==> src/rtl/mul_issue_sched.sv <==
// mul_issue_sched: issue scheduler for the fixed-latency multiply pipeline.
// Keeps a shadow of in-flight multiplies (valid, writes, destination) that
// advances in lock-step with EX1..EX<MUL_LAT>. Decode is stalled on RAW,
// WAW and writeback-port conflicts, and while a fence waits for the
// multiplier to drain. It also drives the writeback mux select.
// Optional build macro: MUL_BYPASS_EN. When it is defined, an operand whose
// only producer is in the last stage is forwarded instead of stalled, and
// the fwd_rs1_o/fwd_rs2_o outputs exist.
module mul_issue_sched #(
  parameter int unsigned MUL_LAT    = 5,
  parameter int unsigned ALU_WB_LAT = 1,
  parameter int unsigned REG_ID_W   = 5,
  parameter int unsigned CNT_W      = 32
) (
  input  logic                clk_i,
  input  logic                rst_i,
  input  logic                issue_valid_i,
  input  logic                issue_is_mul_i,
  input  logic                issue_wr_en_i,
  input  logic [REG_ID_W-1:0] issue_wr_reg_i,
  input  logic                issue_rs1_used_i,
  input  logic [REG_ID_W-1:0] issue_rs1_i,
  input  logic                issue_rs2_used_i,
  input  logic [REG_ID_W-1:0] issue_rs2_i,
  input  logic                fence_i,
  output logic                issue_stall_o,
  output logic                issue_fire_o,
  output logic                ex1_valid_o,
  output logic [1:0]          stall_cause_o,
  output logic                wb_sel_mul_o,
  output logic                mul_busy_o,
  output logic [CNT_W-1:0]    stall_cnt_o
`ifdef MUL_BYPASS_EN
  ,
  output logic                fwd_rs1_o,
  output logic                fwd_rs2_o
`endif
);

  // Slot whose multiply retires in the same cycle as an ALU op issued now.
  localparam int unsigned WB_SLOT = MUL_LAT - 1 - ALU_WB_LAT;
  localparam int unsigned LAST    = MUL_LAT - 1;

  localparam logic [1:0] CAUSE_NONE = 2'd0;
  localparam logic [1:0] CAUSE_RAW  = 2'd1;
  localparam logic [1:0] CAUSE_WAW  = 2'd2;
  localparam logic [1:0] CAUSE_WB   = 2'd3;

  logic [MUL_LAT-1:0]  r_v;
  logic [MUL_LAT-1:0]  r_wr;
  logic [REG_ID_W-1:0] r_reg [MUL_LAT];
  logic [CNT_W-1:0]    r_cnt;

  logic [MUL_LAT-1:0] w_m_rs1;
  logic [MUL_LAT-1:0] w_m_rs2;
  logic [MUL_LAT-1:0] w_m_wr;
  logic               w_raw1;
  logic               w_raw2;
  logic               w_alu_wr;
  logic               w_waw;
  logic               w_wbc;
  logic               w_busy;
  logic               w_fence;
  logic [1:0]         w_cause;
  logic               w_stall;
  logic               w_fire;
  logic               w_ex1;

  // Per-slot match of each register under test against writing in-flight muls.
  always_comb begin
    w_m_rs1 = '0;
    w_m_rs2 = '0;
    w_m_wr  = '0;
    for (int unsigned k = 0; k < MUL_LAT; k++) begin
      w_m_rs1[k] = r_v[k] & r_wr[k] & (r_reg[k] == issue_rs1_i);
      w_m_rs2[k] = r_v[k] & r_wr[k] & (r_reg[k] == issue_rs2_i);
      w_m_wr[k]  = r_v[k] & r_wr[k] & (r_reg[k] == issue_wr_reg_i);
    end
  end

`ifdef MUL_BYPASS_EN
  // Last-stage-only producers are forwarded; any younger producer still stalls.
  always_comb begin
    w_raw1    = issue_rs1_used_i & (|w_m_rs1[MUL_LAT-2:0]);
    w_raw2    = issue_rs2_used_i & (|w_m_rs2[MUL_LAT-2:0]);
    fwd_rs1_o = issue_rs1_used_i & w_m_rs1[LAST] & ~(|w_m_rs1[MUL_LAT-2:0]);
    fwd_rs2_o = issue_rs2_used_i & w_m_rs2[LAST] & ~(|w_m_rs2[MUL_LAT-2:0]);
  end
`else
  // Without bypass a producer in any stage stalls the consumer.
  always_comb begin
    w_raw1 = issue_rs1_used_i & (|w_m_rs1);
    w_raw2 = issue_rs2_used_i & (|w_m_rs2);
  end
`endif

  // Hazard classification with RAW > WAW > WB-port/fence priority.
  always_comb begin
    w_alu_wr = ~issue_is_mul_i & issue_wr_en_i;
    w_waw    = w_alu_wr & (|w_m_wr);
    w_wbc    = w_alu_wr & r_v[WB_SLOT] & r_wr[WB_SLOT];
    w_busy   = |r_v;
    w_fence  = fence_i & w_busy;
    w_cause  = CAUSE_NONE;
    if (issue_valid_i) begin
      if (w_raw1 | w_raw2)       w_cause = CAUSE_RAW;
      else if (w_waw)            w_cause = CAUSE_WAW;
      else if (w_wbc | w_fence)  w_cause = CAUSE_WB;
    end
    w_stall = issue_valid_i & (w_cause != CAUSE_NONE);
    w_fire  = issue_valid_i & ~w_stall & ~rst_i;
    w_ex1   = w_fire & issue_is_mul_i;
  end

  // Shadow shift register: advances every cycle, slot 0 takes the new issue.
  always_ff @(posedge clk_i) begin
    if (rst_i) begin
      r_v  <= '0;
      r_wr <= '0;
      for (int unsigned k = 0; k < MUL_LAT; k++) begin
        r_reg[k] <= '0;
      end
    end else begin
      r_v      <= {r_v[MUL_LAT-2:0], w_ex1};
      r_wr     <= {r_wr[MUL_LAT-2:0], issue_wr_en_i};
      r_reg[0] <= issue_wr_reg_i;
      for (int unsigned k = 1; k < MUL_LAT; k++) begin
        r_reg[k] <= r_reg[k-1];
      end
    end
  end

  // Saturating count of cycles in which decode was held.
  always_ff @(posedge clk_i) begin
    if (rst_i) begin
      r_cnt <= '0;
    end else if (w_stall && (r_cnt != '1)) begin
      r_cnt <= r_cnt + CNT_W'(1);
    end
  end

  // Output drive.
  always_comb begin
    issue_stall_o = w_stall;
    issue_fire_o  = w_fire;
    ex1_valid_o   = w_ex1;
    stall_cause_o = w_cause;
    wb_sel_mul_o  = r_v[LAST] & r_wr[LAST];
    mul_busy_o    = w_busy;
    stall_cnt_o   = r_cnt;
  end

endmodule

==> config.mk <==
export PLATFORM = sky130hd
export DESIGN_NAME = mul_issue_sched
export DESIGN_NICKNAME = d
export VERILOG_FILES = /design/src/rtl/mul_issue_sched.sv
export SDC_FILE = /design/constraint.sdc
export NUM_CORES = 1
export LEC_CHECK = 0
export ABC_AREA = 1
export CELL_PAD_IN_SITES_DETAIL_PLACEMENT = 2
export CELL_PAD_IN_SITES_GLOBAL_PLACEMENT = 2
export CORE_ASPECT_RATIO = 1.75
export CORE_UTILIZATION = 29
export CTS_CLUSTER_SIZE = 10
export DETAILED_ROUTE_END_ITERATION = 10
export PLACE_DENSITY = 0.77
export RECOVER_POWER = 50
export SLEW_MARGIN = 10
export SYNTH_ARGS = -nofsm -noshare
export SYNTH_HDL_FRONTEND = slang
export SYNTH_SLANG_ARGS = --single-unit
==> constraint.sdc <==
create_clock -name clk_i -period 3 [get_ports clk_i]
set_clock_uncertainty 0.2 [all_clocks]
set_input_delay 0.3 -clock clk_i [delete_from_list [all_inputs] [get_ports clk_i]]
set_output_delay 0.3 -clock clk_i [all_outputs]
set_load 0.01 [all_outputs]
**Word-level counts from Yosys, hierarchy flattened**

Memories as Yosys holds them, arrays and structs flattened.
Index checks and enable logic that the tools add are counted.

- Add/sub/neg operators: 1
- Equal/unequal tests: 16
- Muxes and demuxes: 12
- Bitwise operators: 41
- Reduce and logical (&&, ||, !) cells: 6

Operator list:

| operator | count |
|---|---|
| 5-bit equality test | 15 |
| 32-bit by 1-bit adder with 32-bit output (second input constant) | 1 |
| 32-bit inequality test (second input constant) | 1 |
| 1-bit AND | 31 |
| 5-bit 2-to-1 mux | 5 |
| 5-bit OR reduction | 4 |
| 2-bit 2-to-1 mux | 4 |
| 1-bit bitwise OR | 7 |
| 1-bit 2-to-1 mux | 3 |
| 1-bit inverter | 3 |
| 2-bit nonzero test | 1 |
| 1-bit logical AND | 1 |

- Register bits: 42
- RAM bits: 25
- Bits of input ports: 23
- Output and inout port bits: 39
- Word-level logic and storage cells: 80
- Memories: 1

Memory list:

| memory | words | width | read ports | clocked after Yosys merged registers in | write ports | line | text |
|---|---|---|---|---|---|---|---|
| r_reg | 5 | 5 | 5 | 0 | 5 | 51 | `logic [REG_ID_W-1:0] r_reg [MUL_LAT];` |

**Logic depth before layout (Yosys ltp)**

Gate-level depths: netlist of the first run.

- Depth after elaboration: 15
- Gate-level depth with buffers: 15
- Depth with buffers taken out: 14

**Worst setup path before layout of the first run**

OpenSTA, ideal clock, no wires.

- Kind: register -> output
- From: memory r_reg[3][1]
- To: output ex1_valid_o
- Data arrival time: 1.749 ns
- Data required time: 2.500 ns
- Slack: 0.751 ns
- Cell stages (with the launch flop): 13
- Path buffers: 2
- Cells stage by stage: dfxtp_1 > inv_1 > o21ai_0 > nor2_1 > nand3_1 > nand3_1 > o21ai_0 > nand3_1 > nand2_1 > nand2_1 > buf_6 > buf_6 > nor4_1

RTL lines:

| element | line | text |
|---|---|---|
| start, declared | 51 |  |
| end, declared | 28 | `output logic ex1_valid_o,` |

**Worst setup path after layout of the first run**

- From: input issue_wr_reg_i[4]
- To: output issue_stall_o

- Longest elaborated chain between the ends: 9
- Elaborated cells on any way between the ends: 17
- Classes of those cells: eq/ne (5); mux (3); bitwise (7); reduce/logical (2)

RTL lines:

| element | line | text |
|---|---|---|
| start, declared | 20 | `input logic [REG_ID_W-1:0] issue_wr_reg_i,` |
| 5-bit equality test | 77 | `w_m_wr[k] = r_v[k] & r_wr[k] & (r_reg[k] == issue_wr_reg_i);` |
| 1-bit AND | 77 |  |
| 5-bit OR reduction (*) | 100 | `w_waw = w_alu_wr & (\|w_m_wr);` |
| 1-bit AND (*) | 100 |  |
| 2-bit 2-to-1 mux (*) | 107 | `else if (w_waw) w_cause = CAUSE_WAW;` |
| 2-bit 2-to-1 mux (*) | 106 | `if (w_raw1 \| w_raw2) w_cause = CAUSE_RAW;` |
| 2-bit 2-to-1 mux (*) | 105 | `if (issue_valid_i) begin` |
| 2-bit nonzero test (*) | 110 | `w_stall = issue_valid_i & (w_cause != CAUSE_NONE);` |
| 1-bit AND (*) | 110 |  |
| end, declared | 26 | `output logic issue_stall_o,` |

Every way passes the cells marked *; elsewhere a longest branch is shown, timed or not.

==> summary.md, run 1 <==
| Metric | Value |
|---|---|
| Fin crit period | `2.88 ns` |
| Main area contributors after synthesis | `dfxtp_1 (32%), nand2_1 (18%), nor2_1 (11%)` |
| Worst hold start | `r_wr[1]` |
| Most frequent cell after synthesis | `nand2_1` |
| First-pass GRT wire length | `slightly above 30,000 um` |
| Overflow after GRT | `0` |
| CTS Buffer Depth | `2` |
| Final Wtd Congestion | `about 0.95` |
| Antenna diode count | `0` |
| Top post-synthesis cells by count | `nand2_1 (196), nor2_1 (119), inv_1 (80)` |
| P per Cell Area | `just under 400 nW/um2` |
| Worst EP arrival | `2.38 ns` |
| Num rows | `57` |
| PortBufs | `around 60` |
| GRT met1 Usage | `between 20% and 30%` |
| RSZ-0062 raised after global routing | `no` |
| Number of remaining DRC errors | `0` |
| Fin Setup TNS | `0 ns` |
| Synth warnings | `0` |
| Post-Synthesis Cells | `about 700` |
| Number of buffers created by CTS | `9` |
| Pin count of the biggest net entering global routing | `49` |
| DRT iter0 DRCs | `approximately 100` |
| WL final | `between 15,000 and 20,000 um` |
| # IOs | `62` |
| Max-slew violations | `0` |
| GRT Total Usage | `27.5%` |
| Netlist cell types | `25` |
| Drt via density | `about 5.2` |
| Post-synth top flop | `dfxtp_1` |
| Final setup viols | `0` |
| Yosys reg bits | `67` |
| HP Class | `flip-flop to flip-flop` |
| Hold-fix buffers, CTS | `0` |
| Setup crit end kind | `primary output` |
| CP Launch Point | `issue_wr_reg_i[4]` |
| Clk root buf | `clkbuf_16` |
| Worst Tran Pin Value | `between 1 and 1.5 ns` |
| Die ar. | `about 15,000 um2` |
| Max-Cap Viols | `0` |
| EDFF count, synth | `0` |
| Final Hold Viols | `0` |
| Type of origin of the critical path | `primary input` |
| Register area share after synthesis | `between 30% and 40%` |
| CP required | `~2.5 ns` |
| FFs w/ async S/R, synth | `0%` |
| Peak Freq | `approximately 0.35 GHz` |
| Global Route met3 Usage | `between 4 and 5%` |
| Syn Std Cell Area | `4200 um2` |
| CP Class | `primary input to primary output` |
| Crit Path Max Fanout | `4` |
| TritonCTS clock tree | `built` |
| Initial antenna violation count | `0` |
| Status | `finished, final reports clean` |
| Largest register FFs | `32` |
| DR pass1 iterations | `4` |
| Power Total | `0.00215 W` |
| Core area | `14,000 um2` |
| DP HPWL | `roughly 16,000 um` |
| Slew headroom | `a little over a quarter` |
| Initial Utilization | `between 20% and 30%` |
| Period utilization | `between 90 and 100%` |
| Area leader, netlist | `dfxtp_1` |
| Area share of the leading cell type in the synthesized netlist | `roughly a third` |
| Vias | `5,041` |
| Leakage | `approximately 2.4 nW` |
| Post-Syn Nets | `between 700 and 800` |
| Worst skew pair latency | `roughly 0.34 ns` |
| Number of global-route vias before repair | `5,642` |
| Met2 Usage GRT | `around 56%` |
| Die height | `161 um` |
| Layout cells sized above 1 | `roughly an eighth` |
| RR Startpoint | `r_reg[3][2]` |
| Clock sink total | `67` |
| Reg clk slew, reported paths | `~0.060 ns` |
| Most used routing layer | `met2` |
| DR WL/cell | `between 20 and 25 um` |
| Die W | `93.0 um` |
| Peak supply drop | `between 0.2 and 0.25 mV` |
| CTS H-tree depth | `3` |
| Post-DRT Antenna Nets | `0` |
| Final-stage net count | `818` |
| Avg Cell Area, Syn | `approximately 6.0 um2` |
| Area growth, synth to finish | `32.1%` |
-- cells by family after synthesis --
group                      after synthesis  share of synthesized area (%)
and+or+nand+nor                        426                           42.3
adders and majority gates                1                          0.298
xor gates and xnor gates                37                           7.71
DFF                                     67                           31.9
buffers and inverters                  101                           10.0
AOI/OAI and AO/OA                       64                           7.74
-- worst paths after layout --
check              endpoint  slack (ns)  depth (start not counted)
max           issue_stall_o        0.12                         15
min                 r_wr[2]        0.23                          2
max reg2reg  stall_cnt_o[8]        0.22                         16
min reg2reg         r_wr[2]        0.23                          2
-- worst max-delay path, cell delays in order --
cell,delay (ns)
clkdlybuf4s50_1,0.50
inv_2,0.07
buf_4,0.14
nand2_1,0.07
nand2_1,0.06
nor2_1,0.13
nand3_1,0.10
nand2_1,0.10
o21bai_1,0.09
buf_4,0.14
nand2_1,0.06
nand3_1,0.11
nand2_2,0.14
buf_4,0.12
dlygate4sd2_1,0.25
-- final cells by class --
type / count / area (um2)
timing repair buffer: 106 / 936
inverter: 82 / 310
fill: 1766 / 8500
sequential: 67 / 1350
tap: 177 / 221
multi-input combinational: 528 / 2480
clock buffer: 10 / 229
clock inverter: 5 / 31.3
-- routing by layer --
| metal | vias to the layer above | wire length (um) |
|---|---|---|
| met4 | 0 | 1630 |
| met1 | 2479 | 6170 |
| met2 | 102 | 11600 |
| li1 | 2398 | - |
| met5 | - | 0 |
| met3 | 62 | 518 |
-- power by group --
part	switching [W]	total [W]	leakage [nW]	internal, W
logic	0.000169	0.000271	1.77	0.000101
registers	0.0000181	0.000923	0.545	0.000905
clock network	0.000409	0.000960	0.128	0.000551
-- metrics by stage --
stage               instance area, um2  hold WS, ns  util (%)  cells  setup slack (ns)
finish                            5550        0.226      39.5    975             0.120
global route                      5550        0.244      39.5    975           0.00689
CTS                               5560        0.190      39.6    975             0.113
detailed placement                5260        0.219      37.4    959            -0.474
global placement                  5260        0.206      37.4    959            -0.375
floorplan                         4200        0.203         -    696             0.751
-- cell usage in the layout (no fill, tap or decap), types with 19 or more instances in the layout --
| cell | netlist | final |
|---|---|---|
| a21oi_1 | 32 | 32 |
| buf_4 | 3 | 41 |
| clkdlybuf4s50_1 | 0 | 28 |
| dfxtp_1 | 67 | 64 |
| dlygate4sd3_1 | 0 | 19 |
| inv_1 | 80 | 68 |
| nand2_1 | 196 | 193 |
| nand3_1 | 59 | 57 |
| nor2_1 | 119 | 114 |
| nor3_1 | 29 | 28 |
| o21ai_0 | 26 | 22 |
| xor2_1 | 33 | 33 |
-- timing repair --
item                                    4_1_cts  5_1_grt
gates resized for setup                      44        8
pin swaps                                     2        2
endpoints found under the setup margin       36       11
setup buffers                                 1        0
(Power assumes the default switching activity.)
==> run 2, diff against run 1 <==
--- a/config.mk
+++ b/config.mk
@@ -5,14 +5,14 @@
 export SDC_FILE = /design/constraint.sdc
 export NUM_CORES = 1
 export LEC_CHECK = 0
-export ABC_AREA = 1
+export ABC_AREA = 0
 export CELL_PAD_IN_SITES_DETAIL_PLACEMENT = 2
 export CELL_PAD_IN_SITES_GLOBAL_PLACEMENT = 2
 export CORE_ASPECT_RATIO = 1.75
-export CORE_UTILIZATION = 29
+export CORE_UTILIZATION = 32
 export CTS_CLUSTER_SIZE = 10
 export DETAILED_ROUTE_END_ITERATION = 10
-export PLACE_DENSITY = 0.77
+export PLACE_DENSITY = 0.76
 export RECOVER_POWER = 50
 export SLEW_MARGIN = 10
 export SYNTH_ARGS = -nofsm -noshare
==> run 2 against run 1 <==
  * The run now ends with DRC, capacitance limit, slew limit, setup timing left
  * Wire length shrank 31%
  * First-iteration DRC count shrank 4.1%
  * Critical path depth shrank 6
  * Die area fell by 19%
  * Hold slack got worse by 0.037 ns
  * Design area fell by 5.3%
  * Utilization grew 6.1 points
  * Flip-flop and latch count is the same
  * Largest cell class unchanged
==> summary.md, run 2 <==
| Metric | Value |
|---|---|
| Worst R2R Setup Slack | `0.04 ns (-0.18 ns)` |
| RSZ-0062 raised after global routing | `yes` |
| CP required | `2.50 ns (about the same)` |
| Crit Path Max Fanout | `4 (unchanged)` |
| Final setup viols | `1 (+1)` |
| Setup crit end kind | `primary output` |
| Number of remaining DRC errors | `5 (+5)` |
| DR WL/cell | `20.9 um (+2.3%)` |
| Area growth, synth to finish | `40.2%` |
| Final-stage net count | `543 (-34%)` |
| Post-DRT Antenna Nets | `0 (unchanged)` |
| PortBufs | `61 (unchanged)` |
| Number of global-route vias before repair | `4,032 (-29%)` |
| DR pass1 iterations | `7 (+3)` |
| Max-slew violations | `82 (+82)` |
| Most common cell after layout, fill and taps aside | `dfxtp_1` |
| Die height | `145 um (-9.9%)` |
| Yosys reg bits | `67 (unchanged)` |
| Peak Freq | `0.332 GHz (-4.4%)` |
| Most frequent cell after synthesis | `dfxtp_1` |
| Antenna diode count | `0 (unchanged)` |
| Worst hold start | `rst_i` |
| Fill count | `1,265 (-28%)` |
| Reg clk slew, reported paths | `0.05 ns (about the same)` |
| CTS H-tree depth | `3 (unchanged)` |
| Commonest non-fill, non-tap cells in the layout | `dfxtp_1 (58), nor2b_1 (44), buf_4 (40)` |
| WHS Endpoint | `stall_cnt_o[15]` |
| Die ar. | `12,200 um2 (-19%)` |
| Type of origin of the critical path | `flip-flop` |
| Synth warnings | `0 (unchanged)` |
| Critical path cell sequence | `buf_4 -> xor2_1 -> nor4_1 -> nand4_1 -> and3_1 -> o211a_4 -> and3_4 -> and2_4 -> buf_6` |
| Fin crit period | `3.01 ns (+0.132 ns)` |
| Layout cells sized above 1 | `25.2% (+13 points)` |
| Final Wtd Congestion | `0.866 (-9.0%)` |
| Status | `finished, violations left` |
| # IOs | `62 (unchanged)` |
| Max-Cap Viols | `1 (+1)` |
| Die W | `83.9 um (-9.8%)` |
| Initial Utilization | `32.6% (+2.7 points)` |
| EDFF count, synth | `0 (unchanged)` |
| Largest register FFs | `32 (unchanged)` |
| Overflow after GRT | `0 (unchanged)` |
| FFs w/ async S/R, synth | `0% (unchanged)` |
| P per Cell Area | `425 nW/um2 (+9.7%)` |
| Place WS | `-0.888 ns (-0.414 ns)` |
| Worst skew pair latency | `0.34 ns (about the same)` |
| Critical path's slowest cell | `nor4_1` |
| Final WS setup | `-0.0122 ns (-0.132 ns)` |
| Period utilization | `100% (+4.4 points)` |
| Worst path top cell family by delay | `simple AND/OR/NAND/NOR gates` |
| Worst EP arrival | `2.51 ns (+0.13 ns)` |
| Avg Cell Area, Syn | `8.61 um2 (+42%)` |
| Leakage | `2.08 nW (-15%)` |
| DRT iter0 DRCs | `94 (-4.1%)` |
| Worst Tran Pin Value | `1.60 ns (+0.490 ns)` |
| Final Hold Viols | `0 (unchanged)` |
| HP Class | `primary input to flip-flop` |
| Area leader, netlist | `dfxtp_1` |
| CP Class | `flip-flop to primary output` |
| DP HPWL | `9570 um (-40%)` |
| Post-Synthesis Cells | `436 (-37%)` |
| Drt via density | `5.37 (+4.0%)` |
| Vias | `3,542 (-30%)` |
| TritonCTS clock tree | `built` |
| RR Startpoint | `r_reg[1][2]` |
| Pin count of the biggest net entering global routing | `82 (+67%)` |
| Worst Hold Margin | `0.189 ns (-0.0368 ns)` |
| Worst Path Buf+Inv | `2 (-4)` |
| Num rows | `52 (-8.8%)` |
| Post-synth top flop | `dfxtp_1` |
| First-pass GRT wire length | `21,900 um (-28%)` |
| Core area | `11,500 um2 (-18%)` |
| Main area contributors after synthesis | `dfxtp_1 (36%), xor2_1 (11%), nor2b_1 (7.3%)` |
| FF-to-FF path depth | `10 (-6)` |
| CTS Buffer Depth | `2 (unchanged)` |
| Clk root buf | `clkbuf_16` |
| Register area share after synthesis | `35.7% (+3.8 points)` |
| Slew headroom | `-6.46% (-33 points)` |
| R2R Path End | `stall_cnt_o[12]` |
| GRT Total Usage | `23.7% (-3.9 points)` |
| Failing checks | `DRC, capacitance limit, slew limit, setup timing` |
| Top post-synthesis cells by count | `dfxtp_1 (67), xor2_1 (45), nor2b_1 (44)` |
| Min-Delay Path Depth | `4 (+2)` |
| Netlist cell types | `43 (+72%)` |
| WL final | `13,800 um (-31%)` |
| Peak supply drop | `0.285 mV (+17%)` |
| Initial antenna violation count | `0 (unchanged)` |
| CP max stage delay | `0.40 ns (-0.10 ns)` |
| Syn Std Cell Area | `3750 um2 (-11%)` |
| Clock sink total | `67 (unchanged)` |
| Number of buffers created by CTS | `9 (unchanged)` |
| Post-Syn Nets | `460 (-36%)` |
| Area share of the leading cell type in the synthesized netlist | `35.7% (+3.8 points)` |
run 2: layer usage:
| layer | routed length, um | track usage, % |
|---|---|---|
| met2 | 7910 | 46.5 |
| met3 | 394 | 3.64 |
| met5 | 0 | 0 |
| met1 | 4700 | 21.9 |
| met4 | 763 | 14.9 |
run 2: worst min-delay path: stages:
cell and delay [ns]:
buf_2 0.09, inv_1 0.10, o311ai_0 0.12, o41ai_1 0.07
run 2: kinds of logic (layout without fill, tap and decap cells):
| logic type | after synthesis | count (layout) | synth area share, % |
|---|---|---|---|
| compound gates | 50 | 50 | 8.60 |
| xor+xnor | 73 | 73 | 17.0 |
| fa+ha+maj | 1 | 1 | 0.333 |
| buf+inv | 44 | 132 | 5.53 |
| flops | 67 | 67 | 35.7 |
| mux | 15 | 15 | 4.47 |
| simple gates | 186 | 186 | 28.3 |
run 2: timing repair:
action | 4_1_cts | 5_1_grt
hold buffers | 0 | 0
gates cloned | 2 | 0
setup buffers | 7 | 2
pin swaps | 10 | 14
gates resized for setup | 58 | 31
setup endpoints to repair | 37 | 29
run 2: cell type report:
class                   count  area [um2]  area share (%)
clock inverters             6        66.3            1.26
well taps                 135         169            3.21
flip-flops and latches     67        1360            25.8
repair buffers            107         956            18.2
inverters                   9        33.8           0.642
multi-input cells         325        2450            46.6
clock buffers              10         229            4.35
run 2: worst max-delay path by stage:
stage                     depth (start not counted)  slack [ns]           to         startpoint
after floorplan                                  10        0.46  ex1_valid_o     issue_rs2_i[3]
after global placement                           10       -0.91  ex1_valid_o  issue_wr_reg_i[3]
after detailed placement                         10       -0.89  ex1_valid_o  issue_wr_reg_i[3]
after CTS                                        11      -0.005  ex1_valid_o        r_reg[1][4]
after global routing                              9       -0.12  ex1_valid_o        r_reg[1][2]
final                                             9       -0.01  ex1_valid_o        r_reg[1][2]
run 2: metrics by stage:
step                      instance area, um2  instances  util [%]  TNS (ns)  total power (W)
final                                   5260        659      45.7   -0.0122          0.00224
after global routing                    5260        659      45.7     -1.17          0.00232
after CTS                               5170        659      44.9  -0.00468          0.00227
after detailed placement                4650        635      40.4    -23.49          0.00117
after global placement                  4650        635      40.4    -23.46          0.00116
after floorplan                         3750        436         -         0          0.00107
run 2: where the power goes:
part | switching (W) | internal [W]
logic | 0.000134 | 0.000118
clock network | 0.000417 | 0.000643
registers | 0.0000218 | 0.000903
total | 0.000572 | 0.00166
==> run 3, diff against run 2 <==
--- a/config.mk
+++ b/config.mk
@@ -9,10 +9,10 @@
 export CELL_PAD_IN_SITES_DETAIL_PLACEMENT = 2
 export CELL_PAD_IN_SITES_GLOBAL_PLACEMENT = 2
 export CORE_ASPECT_RATIO = 1.75
-export CORE_UTILIZATION = 32
+export CORE_UTILIZATION = 35
 export CTS_CLUSTER_SIZE = 10
 export DETAILED_ROUTE_END_ITERATION = 10
-export PLACE_DENSITY = 0.76
+export PLACE_DENSITY = 0.82
 export RECOVER_POWER = 50
 export SLEW_MARGIN = 10
 export SYNTH_ARGS = -nofsm -noshare
==> constraint.sdc (replaced) <==
create_clock -name clk_i -period 3.65 [get_ports clk_i]
set_clock_uncertainty 0.2 [all_clocks]
set_input_delay 0.365 -clock clk_i [delete_from_list [all_inputs] [get_ports clk_i]]
set_output_delay 0.365 -clock clk_i [all_outputs]
set_load 0.01 [all_outputs]
==> run 3 against run 2 <==
  * The run ends with capacitance limit, slew limit left
  * Combinational power shrank 34%
  * Critical path depth grew 1
  * Global-route usage grew 0.73 points
  * Design area shrank 8.4%
  * Non-clock buffer count shrank 37
  * First-iteration DRC count grew 26%
  * Clock power shrank 5%
  * Largest power group unchanged
==> summary.md, run 3 (synthesis results as in run 2) <==
| Metric | Value |
|---|---|
| PortBufs | `61 (unchanged)` |
| Area growth, synth to finish | `28.4%` |
| HP Class | `flip-flop to flip-flop` |
| First-pass GRT wire length | `20,300 um (-7.2%)` |
| # IOs | `62 (unchanged)` |
| Pin count of the biggest net entering global routing | `82 (unchanged)` |
| Vias | `3,372 (-4.8%)` |
| Status | `finished, violations left` |
| FF-to-FF path depth | `8 (-2)` |
| Crit Path Max Fanout | `5 (+1)` |
| Initial Utilization | `36.2% (+3.6 points)` |
| RR Startpoint | `stall_cnt_o[10]` |
| RSZ-0062 raised after global routing | `no` |
| CTS H-tree depth | `3 (unchanged)` |
| Antenna diode count | `0 (unchanged)` |
| Die W | `80.3 um (-4.3%)` |
| Number of buffers created by CTS | `9 (unchanged)` |
| Storage cell area | `1340 um2 (-1.2%)` |
| Type of origin of the critical path | `primary input` |
| Drt via density | `5.49 (+2.2%)` |
| CP required | `3.08 ns (+0.58 ns)` |
| Num rows | `49 (-5.8%)` |
| Overflow after GRT | `0 (unchanged)` |
| Multi-input logic area | `2250 um2 (-8.2%)` |
| Final Wtd Congestion | `0.891 (+2.9%)` |
| Comb power frac | `8.6% (-2.6 points)` |
| Clock sink total | `67 (unchanged)` |
| Setup Fix Bufs, Post-CTS | `0 (-7)` |
| Commonest non-fill, non-tap cells in the layout | `dfxtp_1 (67), xor2_1 (44), nor2b_1 (44)` |
| Peak supply drop | `0.237 mV (-17%)` |
| Reg clk slew, reported paths | `0.05 ns (about the same)` |
| Setup crit end kind | `primary output` |
| Max-Cap Viols | `1 (unchanged)` |
| Fin cells | `614 (-6.8%)` |
| Clk pwr share | `52.1% (+4.7 points)` |
| Worst R2R Setup Slack | `0.67 ns (+0.63 ns)` |
| Number of global-route vias before repair | `3,780 (-6.3%)` |
| Psw | `0.000433 W (-24%)` |
| CP Launch Point | `issue_rs1_i[4]` |
| Slew headroom | `-3.81% (+2.7 points)` |
| Die height | `139 um (-4.3%)` |
| P_int | `0.00150 W (-9.7%)` |
| Worst Hold Margin | `0.265 ns (+0.0754 ns)` |
| Power Total | `0.00194 W (-13%)` |
| GRT Total Usage | `24.4% (+0.73 points)` |
| Layout cells sized above 1 | `10.5% (-15 points)` |
| DP HPWL | `9350 um (-2.4%)` |
| CP Class | `primary input to primary output` |
| Period utilization | `between 90% and 100%` |
| Failing checks | `capacitance limit, slew limit` |
| Fin Setup TNS | `0 ns (+0.0122 ns)` |
| R2R Path End | `stall_cnt_o[31]` |
| CP Capture Point | `ex1_valid_o` |
| Clk root buf | `clkbuf_16` |
| DR WL/cell | `20.7 um (-0.73%)` |
| DP Cell Count | `598 (-5.8%)` |
| Switching share of power | `22.4% (-3.2 points)` |
| Worst EP arrival | `3.00 ns (+0.49 ns)` |
| P per Cell Area | `402 nW/um2 (-5.5%)` |
| CTS Buffer Depth | `2 (unchanged)` |
| Seq pwr share | `39.4% (-2.0 points)` |
| Die ar. | `11,200 um2 (-8.4%)` |
| Post-DRT Antenna Nets | `0 (unchanged)` |
| Peak Freq | `about 0.28 GHz` |
| Fill count | `1,128 (-11%)` |
| Worst skew pair latency | `0.33 ns (about the same)` |
| DR pass1 iterations | `6 (-1)` |
| Largest register FFs | `32 (unchanged)` |
| Core area | `10,400 um2 (-10%)` |
| Final-stage net count | `506 (-6.8%)` |
| Worst Tran Pin Value | `1.56 ns (-0.0398 ns)` |
| Fin crit period | `3.56 ns` |
| WL final | `12,700 um (-7.5%)` |
| Leakage | `1.93 nW (-7.4%)` |
| Initial antenna violation count | `0 (unchanged)` |
| Most common cell after layout, fill and taps aside | `dfxtp_1` |
| Hold-fix buffers, CTS | `0 (unchanged)` |
| Max-slew violations | `82 (unchanged)` |
| Final Hold Viols | `0 (unchanged)` |
| Number of remaining DRC errors | `0 (-5)` |
| Final setup viols | `0 (-1)` |
| Post-layout util | `46.5% (+0.83 points)` |
| TritonCTS clock tree | `built` |
| DRT iter0 DRCs | `118 (+26%)` |
## run 3: cell types whose count changed in the layout (fill, tap and decap cells not counted), moves of 4 or more
cell             change
nor4_1               +8
dfxtp_2              -7
buf_6                -5
dlymetal6s2s_1       +6
buf_4               -33
buf_2                -4
xor2_1               +8
clkdlybuf4s50_1      +7
nor4_2               -5
dlygate4sd2_1        -9
dfxtp_1              +9
xor2_2               -8
## run 3: what timing repair did
action / CTS / global route
setup endpoints to repair: 2 / 3
resized for setup: 5 / 13
pin swaps: 0 / 1
## run 3: worst max-delay path, cell delays in order
cell and delay, ns:
clkdlybuf4s50_1 0.64, xnor2_1 0.18, nand4_1 0.13, nor3_1 0.27, a211oi_1 0.10, and3_1 0.20
o211a_4 0.27, and3_1 0.21, and2_1 0.16, clkdlybuf4s50_1 0.48
## run 3: metal layers
metal / wire length (um) / vias to the layer above / part of all wire (%) / GRT usage [%]
li1: - / 1588 / - / -
met1: 4340 / 1674 / 34 / 23.1
met2: 7420 / 79 / 58 / 46.4
met3: 382 / 31 / 3.0 / 3.95
met4: 595 / 0 / 4.7 / 15.4
met5: 0 / - / 0 / 0
## run 3: power by group through the flow
stage               sequential (W)  combinational [W]  clock [W]
floorplan                 0.000771           0.000108          0
global placement          0.000777           0.000160          0
detailed placement        0.000778           0.000165          0
CTS                       0.000762           0.000167    0.00103
global route              0.000763           0.000183    0.00105
finish                    0.000762           0.000166    0.00101
## run 3: layout make-up
cell class / count / area share (%)
clock inverter: 5 / 2.08
sequential: 67 / 27.8
clock buffer: 11 / 5.04
multi-input combinational: 325 / 46.6
inverter: 9 / 0.701
tap: 127 / 3.30
timing repair buffer: 70 / 14.4
## run 3: worst min-delay path by stage
stage / startpoint / slack (ns) / end / cells past startpoint
2_1_floorplan: r_wr[0] / 0.24 / r_wr[1] / 1
3_3_place_gp: r_wr[3] / 0.25 / r_wr[4] / 1
3_5_place_dp: r_wr[3] / 0.26 / r_wr[4] / 1
4_1_cts: r_wr[0] / 0.27 / r_wr[1] / 1
5_1_grt: r_wr[0] / 0.28 / r_wr[1] / 1
6_report: r_wr[3] / 0.26 / r_wr[4] / 1
## run 3: through the flow
stage	cell area, um2	setup WS, ns
after floorplan	3750	0.984
after global placement	4420	0.0455
after detailed placement	4420	-0.0605
after CTS	4770	0.0190
after global routing	4820	0.00670
final	4820	0.0870
==> RTL change 1: new RTL, settings of run 1 <==
The parameter `CNT_W` goes from 32 to 48.
--- a/src/rtl/mul_issue_sched.sv
+++ b/src/rtl/mul_issue_sched.sv
@@ -12,3 +12,3 @@
   parameter int unsigned REG_ID_W   = 5,
-  parameter int unsigned CNT_W      = 32
+  parameter int unsigned CNT_W      = 48
 ) (
Interface: changed (resized stall_cnt_o); port bits go from 62 to 78. No check against the original RTL was run, so the function may have changed too.
==> RTL change 1 against run 1 <==
  * Worst hold slack worse by 76 ps
  * Largest power group is now registers
  * Routed wire length rose by 29%
  * Critical endpoint is now issue_fire_o
  * Worst setup slack lost 35 ps
  * Sequential share of layout area shrank 0.73 points
  * Sequential cell count increased by 16
  * Cell area increased by 28%
  * Total power rose by 19%
  * Area after synthesis is 27% higher
  * Final cell count increased by 27%
  * Largest cell class unchanged
==> RTL change 1: results (changes against run 1) <==
status completed; max reg flops 48 (+50%); WP data arrival 2420 ps (+40 ps); HP Start rst_i; Fillers 2266 (+28%); Switching Share 28.3% (+0.55 points); worst reg2reg startpoint r_reg[1][2]; VDD IR-drop max 0.205 mV (-15%); first-pass GRT wire length 39.0 mm (+28%); Combinational Power 0.319 mW (+18%); nets 1027 (+26%); worst r2r dst stall_cnt_o[1]; Hold Path Class in2reg; Compound-Gate Fraction of Synth Area 7.86% (+0.12 points); Port Buf Inserts 77 (+26%); Synth Area in Adders 0.235% (-0.062 points); Synth Net Count 905 (+26%); number of global-route vias before repair 6947 (+23%); CP max-delay cell clkdlybuf4s50_1; post-DR vias/cell 5.01 (-3.0%); R2R setup slack 270 ps (+50 ps); FF-to-FF path depth 17 (+1); total track usage 27.8% (+0.28 points); critical path launch point issue_wr_reg_i[0]; GPL Wtd Cong 0.925 (-2.8%); drt wl/cell 20.7 um (+1.1%); dpl hpwl 21.1 mm (+33%); largest net degree at the start of global routing 50 (+2.0%); Synth area leaders dfxtp_1, nand2_1, nor2_1, nand3_1, xor2_1; Post-CTS Setup Bufs 0 (-1); Min-Delay Endpoint r_v[4]; Distinct cells, synth 28 (+12%); XOR/XNOR share of the synthesized area 9.38% (+1.7 points); Seq pwr share 44.4% (+1.6 points); sequential share of the synthesized area 31.2% (-0.67 points); Max transition margin 54.0% (+28 points); Critical path destination issue_fire_o; Post-synth top cells nand2_1, nor2_1, nand3_1
RTL change 1: per-stage QoR:
stage | instances | TNS, ps | utilization [%] | area [um2]
after global routing | 1242 | 0 | 39.4 | 7080
after global placement | 1224 | -14430 | 37.5 | 6730
after floorplan | 881 | 0 | - | 5320
after detailed placement | 1224 | -19380 | 37.5 | 6730
final | 1243 | 0 | 39.4 | 7080
after CTS | 1240 | 0 | 39.2 | 7050
RTL change 1: metal layers:
layer / vias up / track usage (%) / share of wire (%) / wire length (um)
li1: 3017 / - / - / -
met1: 3046 / 22.9 / 32 / 8210
met2: 108 / 59.8 / 60 / 15400
met3: 60 / 3.14 / 1.7 / 435
met4: 0 / 16.6 / 6.3 / 1610
met5: - / 0 / 0 / 0
RTL change 1: cell type report:
type	count	share of cell area (%)
Multi-Input combinational cell	672	45.2
Antenna cell	1	0.0353
Clock buffer	10	3.37
Inverter	100	5.32
Timing Repair Buffer	137	17.7
Tap cell	234	4.13
Sequential cell	83	23.5
Clock inverter	6	0.689
==> RTL change 2: new RTL, flow settings as in run 1 <==
Without the edit above. Take the reset off `r_v` and load it in a clocked block of its own.
--- a/src/rtl/mul_issue_sched.sv
+++ b/src/rtl/mul_issue_sched.sv
@@ -117,3 +117,2 @@
     if (rst_i) begin
-      r_v  <= '0;
       r_wr <= '0;
@@ -123,3 +122,2 @@
     end else begin
-      r_v      <= {r_v[MUL_LAT-2:0], w_ex1};
       r_wr     <= {r_wr[MUL_LAT-2:0], issue_wr_en_i};
@@ -130,2 +128,6 @@
     end
+  end
+
+  always_ff @(posedge clk_i) begin
+    r_v <= {r_v[MUL_LAT-2:0], w_ex1};
   end
Function: differs if rst_i is asserted again (counterexample within 4 cycles, from zero or initial values and one cycle with rst_i high); with rst_i held inactive, the same outputs for 10 cycles.
==> RTL change 2 against run 1 <==
  * Sequential cell count is the same
  * Sequential power rose by 0.4%
  * Highest routed layer unchanged
  * Cell area is essentially flat
  * Register-to-register slack is essentially flat
  * Total power is 8.8% higher
  * Critical endpoint is now stall_cause_o[1]
  * Worst setup slack improved by 6.3 ps
  * Global-route usage fell by 0.67 points
  * Area after synthesis shrank 1.1%
  * Routed wire length is 3.6% lower
  * Largest cell class unchanged
  * Core utilization is 0.42 points higher
  * Count of clock-buffer cells in the layout down 1
==> RTL change 2: results (changes against run 1) <==
status completed; VDD IR-drop max 0.239 mV (-1.5%); DRT iter0 DRCs 77 (-21%); Post-synth top cells nand2_1, nor2_1, inv_1; GPL Wtd Cong 0.922 (-3.0%); Port Buf Inserts 61 (unchanged); sequential share of the synthesized area 32.3% (+0.35 points); nets 803 (-1.8%); Fillers 1737 (-1.6%); H-tree depth 3 (unchanged); Synth area leaders dfxtp_1, nand2_1, nor2_1, xor2_1, inv_1; maximum fanout along the worst path 5 (+1); Hold Vio Cnt, Final 0 (unchanged); CP peak stage delay 490 ps; # diodes 0 (unchanged); initial antenna violation count 0 (unchanged); Synth Net Count 709 (-1.5%); drt pass-1 iters 4 (unchanged); max reg flops 32 (unchanged); WP data arrival 2370 ps; clk slew on worst S/H paths 60 ps (about the same); number of global-route vias before repair 5536 (-1.9%); post-placement setup slack -534 ps (-59.9 ps); largest net degree at the start of global routing 58 (+18%); routed via count 4874 (-3.3%); share of layout cells above drive strength 1 10.8% (-0.94 points); Distinct cells, synth 29 (+16%); CTS Buf Count 9 (unchanged); DP Cell Count 945 (-1.5%); DP Area 0.00522 mm2 (-0.83%); Hold Path Class reg2reg; Leak 2.42 nW (-1.1%); worst skew pair latency 340 ps (about the same); Clock Path Buffers 2 (unchanged); first-pass GRT wire length 29.6 mm (-2.6%); Switching Share 28.3% (+0.57 points); dpl hpwl 15.5 mm (-2.6%); drt wl/cell 20.0 um (-2.2%); Mapped Avg Cell Area 6.07 um2 (+0.52%); family with the most delay on the worst path buffers and inverters; Post-CTS Setup Bufs 0 (-1); Least-Margin Pin Slew 677 ps (-430 ps); async set or reset register ratio after synthesis 0% (unchanged); total track usage 26.9% (-0.67 points); Root Buffer Master clkbuf_16; CP max-delay cell clkdlybuf4s50_1; YS warnings 0 (unchanged); DRT Wirelength 19.2 mm (-3.6%); Main synth FF type dfxtp_1
RTL change 2: changes by cell type after synthesis, moves of 3 or more:
cell and change:
buf_2 +4, buf_6 -4, nand3_1 -3, nand4_1 -4, nor3_1 -8, xor2_1 +3
RTL change 2: cell families (layout without fill, tap and decap cells):
logic type               after synthesis  in the layout  share of synthesized area, %
XOR/XNOR                              40             40                          8.42
AND/OR/NAND/NOR                      411            411                          41.2
adder cells (fa/ha/maj)                1              1                         0.301
AO/OA/AOI/OAI                         66             66                          8.24
flip-flops                            67             67                          32.3
buffers and inverters                100            199                          9.57
RTL change 2: worst paths after layout:
kind | from | to | slack, ps | depth (start not counted)
worst max-delay path | issue_rs2_i[4] | stall_cause_o[1] | 130 | 14
worst max register to register | r_reg[0][8] | stall_cnt_o[2] | 220 | 17
worst min register to register | r_v[2] | r_v[3] | 170 | 0
worst min-delay path | r_v[2] | r_v[3] | 170 | 0
RTL change 2: area by class of cell:
class	count	area, um2	share of cell area [%]
clock buffers	9	225	4.05
repair buffers	103	933	16.8
well taps	177	221	3.99
inverters	80	300	5.40
flip-flops and latches	67	1340	24.2
multi-input cells	518	2460	44.2
clock inverters	7	76.3	1.37
RTL change 2: power groups by stage:
stage                     clock [mW]  sequential, mW  combinational (mW)
after detailed placement           0           0.947               0.311
after CTS                       1.12           0.927               0.316
final                           1.10           0.927               0.312
after global routing            1.16           0.929               0.341
after floorplan                    0           0.940               0.146
after global placement             0           0.946               0.302
RTL change 2: layer usage:
layer	vias to the layer above	part of all wire, %	global-route usage (%)
met4	0	7.7	20.6
li1	2344	-	-
met3	61	2.2	2.75
met2	104	58	54.4
met5	-	0	0
met1	2365	32	22.8
RTL change 2: timing repair:
item                                    in CTS  in global routing
gates resized for setup                     25                 19
pin swaps                                    2                  3
endpoints found under the setup margin      37                 37
